**src/rtl/pc_fetch_ctrl_pkg.sv**
```systemverilog
// rtl/pc_fetch_ctrl_pkg.sv - NPC operation codes and fetch FSM states
package pc_fetch_ctrl_pkg;

    localparam logic [2:0] NPC_PLUS4  = 3'b000;
    localparam logic [2:0] NPC_BRANCH = 3'b001;
    localparam logic [2:0] NPC_JUMP   = 3'b010;
    localparam logic [2:0] NPC_JALR   = 3'b100;

    typedef enum logic [1:0] {
        FS_BOOT     = 2'd0,
        FS_RUN      = 2'd1,
        FS_MEM_WAIT = 2'd2
    } fetch_state_t;

endpackage

```
**src/rtl/pc_target_sel.sv**
```systemverilog
// rtl/pc_target_sel.sv - priority select of EX-stage redirect target and npc op
module pc_target_sel
    import pc_fetch_ctrl_pkg::*;
(
    input  logic        branch_taken,
    input  logic        jal,
    input  logic        jalr,
    input  logic [31:0] ex_pc,
    input  logic [31:0] ex_imm,
    input  logic [31:0] ex_aluout,
    output logic        redirect,
    output logic [31:0] target,
    output logic [2:0]  npc_op
);

    assign redirect = jalr | jal | branch_taken;

    always_comb begin
        target = ex_pc + ex_imm;
        npc_op = NPC_PLUS4;
        if (jalr) begin
            target = {ex_aluout[31:1], 1'b0};
            npc_op = NPC_JALR;
        end else if (jal) begin
            npc_op = NPC_JUMP;
        end else if (branch_taken) begin
            npc_op = NPC_BRANCH;
        end
    end

endmodule

```
**src/rtl/pc_fetch_ctrl.sv**
```systemverilog
// rtl/pc_fetch_ctrl.sv - fetch PC register, redirect/stall/wait scheduling
module pc_fetch_ctrl
    import pc_fetch_ctrl_pkg::*;
#(
    parameter logic [31:0] RESET_PC = 32'h0000_0000,
    parameter int          CNT_W    = 16
) (
    input  logic             clk,
    input  logic             rstn,
    input  logic             ex_branch_taken,
    input  logic             ex_jal,
    input  logic             ex_jalr,
    input  logic [31:0]      ex_pc,
    input  logic [31:0]      ex_imm,
    input  logic [31:0]      ex_aluout,
    input  logic             ld_use_stall,
    input  logic             imem_ready,
    output logic [31:0]      pc_out,
    output logic [2:0]       npc_op,
    output logic             fetch_valid,
    output logic             if_id_write,
    output logic             if_id_flush,
    output logic             id_ex_flush,
    output logic [CNT_W-1:0] redirect_count
);

    fetch_state_t state;
    logic         redirect_raw;
    logic         redirect;
    logic [31:0]  target;
    logic [2:0]   sel_op;
    logic [31:0]  pending_target;
    logic         pending_valid;
    logic [31:0]  pc_plus4;

    pc_target_sel u_target_sel (
        .branch_taken (ex_branch_taken),
        .jal          (ex_jal),
        .jalr         (ex_jalr),
        .ex_pc        (ex_pc),
        .ex_imm       (ex_imm),
        .ex_aluout    (ex_aluout),
        .redirect     (redirect_raw),
        .target       (target),
        .npc_op       (sel_op)
    );

    // BOOT ignores EX-stage traffic; nothing valid is in flight yet.
    assign redirect    = redirect_raw && (state != FS_BOOT);
    assign npc_op      = redirect ? sel_op : NPC_PLUS4;
    assign if_id_flush = redirect;
    assign id_ex_flush = redirect || ((state == FS_RUN) && ld_use_stall);
    assign pc_plus4    = pc_out + 32'd4;

    always_comb begin
        if_id_write = 1'b0;
        case (state)
            FS_BOOT:     if_id_write = 1'b1;
            FS_RUN:      if_id_write = redirect || (!ld_use_stall && imem_ready);
            default:     if_id_write = 1'b0;
        endcase
    end

    always_ff @(posedge clk or negedge rstn) begin
        if (!rstn) begin
            state          <= FS_BOOT;
            pc_out         <= RESET_PC;
            fetch_valid    <= 1'b0;
            pending_target <= 32'd0;
            pending_valid  <= 1'b0;
            redirect_count <= '0;
        end else begin
            if (redirect && (redirect_count != {CNT_W{1'b1}}))
                redirect_count <= redirect_count + 1'b1;

            case (state)
                FS_BOOT: begin
                    state       <= FS_RUN;
                    fetch_valid <= 1'b1;
                end
                FS_RUN: begin
                    if (redirect) begin
                        if (imem_ready) begin
                            pc_out <= target;
                        end else begin
                            pending_target <= target;
                            pending_valid  <= 1'b1;
                            state          <= FS_MEM_WAIT;
                        end
                    end else if (ld_use_stall) begin
                        state <= FS_RUN;
                    end else if (!imem_ready) begin
                        state <= FS_MEM_WAIT;
                    end else begin
                        pc_out <= pc_plus4;
                    end
                end
                FS_MEM_WAIT: begin
                    if (imem_ready) begin
                        if (redirect)
                            pc_out <= target;
                        else if (pending_valid)
                            pc_out <= pending_target;
                        else
                            pc_out <= pc_plus4;
                        pending_valid <= 1'b0;
                        state         <= FS_RUN;
                    end else if (redirect) begin
                        pending_target <= target;
                        pending_valid  <= 1'b1;
                    end
                end
                default: state <= FS_BOOT;
            endcase
        end
    end

endmodule

```
**config.mk**
```make
export PLATFORM = sky130hd
export DESIGN_NAME = pc_fetch_ctrl
export DESIGN_NICKNAME = d
export VERILOG_FILES = /design/src/rtl/pc_fetch_ctrl_pkg.sv /design/src/rtl/pc_target_sel.sv /design/src/rtl/pc_fetch_ctrl.sv
export SDC_FILE = /design/constraint.sdc
export NUM_CORES = 1
export LEC_CHECK = 0
export ABC_CLOCK_PERIOD_IN_PS = 3100
export CAP_MARGIN = 20
export CORE_MARGIN = 2
export CORE_UTILIZATION = 51
export CTS_CLUSTER_DIAMETER = 120
export CTS_CLUSTER_SIZE = 20
export DETAILED_ROUTE_END_ITERATION = 16
export GPL_TIMING_DRIVEN = 0
export PLACE_DENSITY = 0.82
export REMOVE_ABC_BUFFERS = 1
export SYNTH_ARGS = -nofsm -noshare
export SYNTH_HDL_FRONTEND = slang
export SYNTH_SLANG_ARGS = --single-unit
```
**constraint.sdc**
```tcl
create_clock -name clk -period 3.1 [get_ports clk]
set_clock_uncertainty 0.2 [all_clocks]
set_input_delay 0.775 -clock clk [delete_from_list [all_inputs] [get_ports clk]]
set_output_delay 0.775 -clock clk [all_outputs]
set_load 0.005 [all_outputs]
```
==> flow_metrics.tcl <==
set metrics [dict create \
    max_cap_viol_count 0 \
    nFillCells 869 \
    numClockSinks 84 \
    die-area_um2 13730 \
    clk_path_buf_depth 2 \
    start_util_pct 51.99 \
    cts_tree "yes" \
    via_count 7327 \
    grt_antenna_before_repair 0 \
    syn_area_um2 6534 \
    synth_top_family_by_area "compound AO/OA/AOI/OAI gates" \
    htree_levels 3 \
    synthSimpleGateAreaFrac_pct 19.74 \
    hold_viol 0 \
    slowest_stage "clkdlybuf4s50_1" \
    insertion_delay_ns 0.34 \
    clk_pin_slew_ns 0.07 \
    setup_viol 7 \
    drt-total-wl_um 23200 \
    max_stage_delay_ns 0.51 \
    ys_ff_latch 84 \
    cts-buffers-inserted 9 \
    fin_crit_sh_pct 103.1 \
    grt_start_max_net_pins 53 \
    grt_pass1_vias 6863 \
    worstPathMaxFanout 6 \
    end_kind "flop" \
    fin_crit_ns 3.196 \
    die_y_um 117.2 \
    synthMuxAreaShare_pct 3.562 \
    maxSlewViolCount 0 \
    critPathRequiredTime_ns 3.11 \
    cts-root-buf "clkbuf_16" \
    grt_usage_pct 30.68 \
    io_buffer_count 156 \
    post_synth.cell_area_avg_um2 8.106 \
    drive_above_1_share_pct 20.20 \
    drt-pass1-iter-count 8 \
    drt-initial-drc-count 714 \
    status "complete, but fails checks" \
    cp_common_cell "o31ai_1" \
    syn_inst 806 \
    design_area_um2 9563 \
    yosysSeqAreaShare_pct 32.17 \
    gp_congestion 0.8805 \
    ir_worst_vdd_v 0.0004484 \
    die_w_um 117.2 \
    ant_nets 0 \
    synthXorXnorAreaFrac_pct 7.239 \
    gr-total-overflow 0 \
    yosysWarnings 0 \
    synthFlopType "dfrtp_1" \
    synthAdderAreaFrac_pct 7.392 \
    rsz0062_at_grt "yes" \
    p_leak_nw 3.872 \
    powerDensity_nw_per_um2 758.5 \
    slew_headroom_pct 30.64 \
    critPathKind "primary input to flop" \
    syn_to_final_growth_pct 46.36 \
    max_freq_ghz 0.3129 \
    layout_setup_ws_ns -0.09576 \
    tns_ns -0.2866 \
    ios 158 \
    coreArea_um2 12570 \
    vias_per_cell 6.360 \
    async_reset_ff_share_pct 100.0 \
    row_count 41 \
    path_delay_family "compound AO/OA/AOI/OAI gates" \
    wl_per_cell_um 20.14 \
    placed_area_um2 8249 \
    place_hpwl_um 13560 \
    yosysUniqueCellTypes 68 \
    hold_slack_ns 0.1988 \
    timing.critical_path.buf_inv 1 \
    min_path_type "primary input to async pin" \
    diodes 0 \
    tightest_slew_ns 1.036 \
    fin_nets 1116 \
    hold_buffers 0 \
    path_cells "clkdlybuf4s50_1, ha_2, a21oi_2, o21ai_1, nor4_2, o31ai_1, or3_4, a311oi_2, o31ai_1" \
    synth_compound_area_share_pct 26.12 \
    utilization_pct 76.09 \
    synth_edf_count 0 \
    drc_errors 0 \
    worstSetupStartpointType "primary input" \
    grt_pass1_wl_um 33360 \
    arrival_ns 3.20 \
    violations "setup timing" \
]
-- Yosys cell counts (5+ instances only) --
| cell type | count | area share, % |
|---|---|---|
| o21ai_0 | 45 | 3.4 |
| a21oi_1 | 66 | 5.1 |
| dfrtp_1 | 84 | 32 |
| and3_1 | 12 | 1.1 |
| buf_2 | 5 | 0.38 |
| o211ai_1 | 11 | 1.3 |
| mux2_2 | 9 | 1.6 |
| a21o_1 | 12 | 1.4 |
| mux2i_1 | 12 | 1.8 |
| nand3_1 | 22 | 1.7 |
| and2_1 | 10 | 0.96 |
| nand4_1 | 11 | 1.1 |
| a211oi_1 | 19 | 2.2 |
| a31oi_1 | 14 | 1.3 |
| inv_1 | 16 | 0.92 |
| o21a_1 | 10 | 1.1 |
| nor3_1 | 14 | 1.1 |
| xor2_1 | 21 | 2.8 |
| clkbuf_1 | 36 | 2.1 |
| o31ai_1 | 8 | 0.92 |
| nor2_1 | 58 | 3.3 |
| o21ai_1 | 37 | 2.8 |
| ha_1 | 37 | 7.1 |
| and4_1 | 6 | 0.80 |
| xnor2_1 | 33 | 4.4 |
| nand2_1 | 109 | 6.3 |
| nor4_1 | 6 | 0.57 |
-- metal layers --
| layer | part of all wire, % | wire length (um) | global-route usage [%] |
|---|---|---|---|
| met1 | 39 | 9131 | 39.40 |
| met2 | 48 | 11120 | 51.42 |
| met3 | 8.0 | 1858 | 4.943 |
| met4 | 4.7 | 1089 | 12.94 |
| met5 | 0 | 0 | 0 |
-- cell usage in the layout, fill, tap and decap left out, types with 16 or more instances in the layout --
master | Yosys | layout
o21ai_0 | 45 | 39
clkbuf_2 | 0 | 18
inv_1 | 16 | 16
a21oi_1 | 66 | 52
nor2_1 | 58 | 53
clkdlybuf4s50_1 | 0 | 108
xor2_1 | 21 | 19
buf_4 | 1 | 42
xnor2_1 | 33 | 31
o21ai_1 | 37 | 35
dfrtp_1 | 84 | 84
nand2_1 | 109 | 105
nand3_1 | 22 | 22
ha_4 | 0 | 24
-- kinds of logic (layout without fill, tap and decap cells) --
| group | after synthesis | in the layout |
|---|---|---|
| and+or+nand+nor | 275 | 275 |
| AOI/OAI and AO/OA | 270 | 270 |
| DFF | 84 | 84 |
| buffers and inverters | 63 | 237 |
| xor gates and xnor gates | 54 | 54 |
| adders and majority gates | 38 | 38 |
| muxes | 22 | 22 |
-- final cells by class --
cell class | count | area, um^2 | share of cell area, %
timing repair buffer | 202 | 1877 | 19.63
multi-input combinational | 659 | 4945 | 51.71
clock inverter | 7 | 98.84 | 1.034
inverter | 19 | 100.1 | 1.047
sequential | 84 | 2102 | 21.98
clock buffer | 9 | 225.2 | 2.355
tap | 172 | 215.2 | 2.250
-- worst reg2reg max path, delay by kind of cell (launching register included) --
| family | cells | cell delay (ns) |
|---|---|---|
| AO/OA/AOI/OAI | 5 | 1.40 |
| flip-flops | 1 | 0.40 |
| adder cells (fa/ha/maj) | 1 | 0.37 |
| AND/OR/NAND/NOR | 1 | 0.37 |
| buffers and inverters | 1 | 0.10 |
-- report_power, final --
group          internal, W  total [W]  switching (W)
combinational      0.00186    0.00401        0.00215
sequential         0.00159    0.00206       0.000469
clock             0.000712    0.00119       0.000475
-- worst paths after layout --
| kind | slack, ns | cells past startpoint | endpoint | start |
|---|---|---|---|---|
| max in group asynchronous | 1.88 | 2 | pending_target[18]$_DFFE_PN0P_ | rstn |
| worst max register to register | 0.16 | 8 | pc_out[14]$_DFFE_PN0P_ | state[1]$_DFFE_PN0P_ |
| worst min register to register | 0.27 | 1 | fetch_valid$_DFFE_PN0P_ | fetch_valid$_DFFE_PN0P_ |
| worst max-delay path | -0.1 | 9 | pc_out[28]$_DFFE_PN0P_ | ex_pc[21] |
| min in group clk | 0.27 | 1 | fetch_valid$_DFFE_PN0P_ | fetch_valid$_DFFE_PN0P_ |
| worst min-delay path | 0.20 | 1 | redirect_count[13]$_DFFE_PN0P_ | rstn |
-- state kept, by name (all words and copies together) (netlist names) --
| signal | count |
|---|---|
| fetch_valid | 1 |
| pc_out | 32 |
| pending_target | 32 |
| pending_valid | 1 |
| redirect_count | 16 |
| state | 2 |
-- repair_timing --
action                                  in CTS  in global routing
endpoints found under the setup margin      83                 36
gates cloned                                 0                  0
gates resized for setup                    157                 85
pin swaps                                   52                 37
buffers inserted                            33                 10
-- stage by stage --
| stage | total power, W | setup slack (ns) | instances |
|---|---|---|---|
| final | 0.007253 | -0.09576 | 1152 |
| after global routing | 0.007687 | -0.1651 | 1152 |
| after CTS | 0.006980 | 0.003010 | 1142 |
| after detailed placement | 0.005497 | -1.426 | 1094 |
| after global placement | 0.005270 | -4.833 | 1090 |
| after floorplan | 0.003969 | -1.048 | 762 |
(Power assumes the default switching activity.)
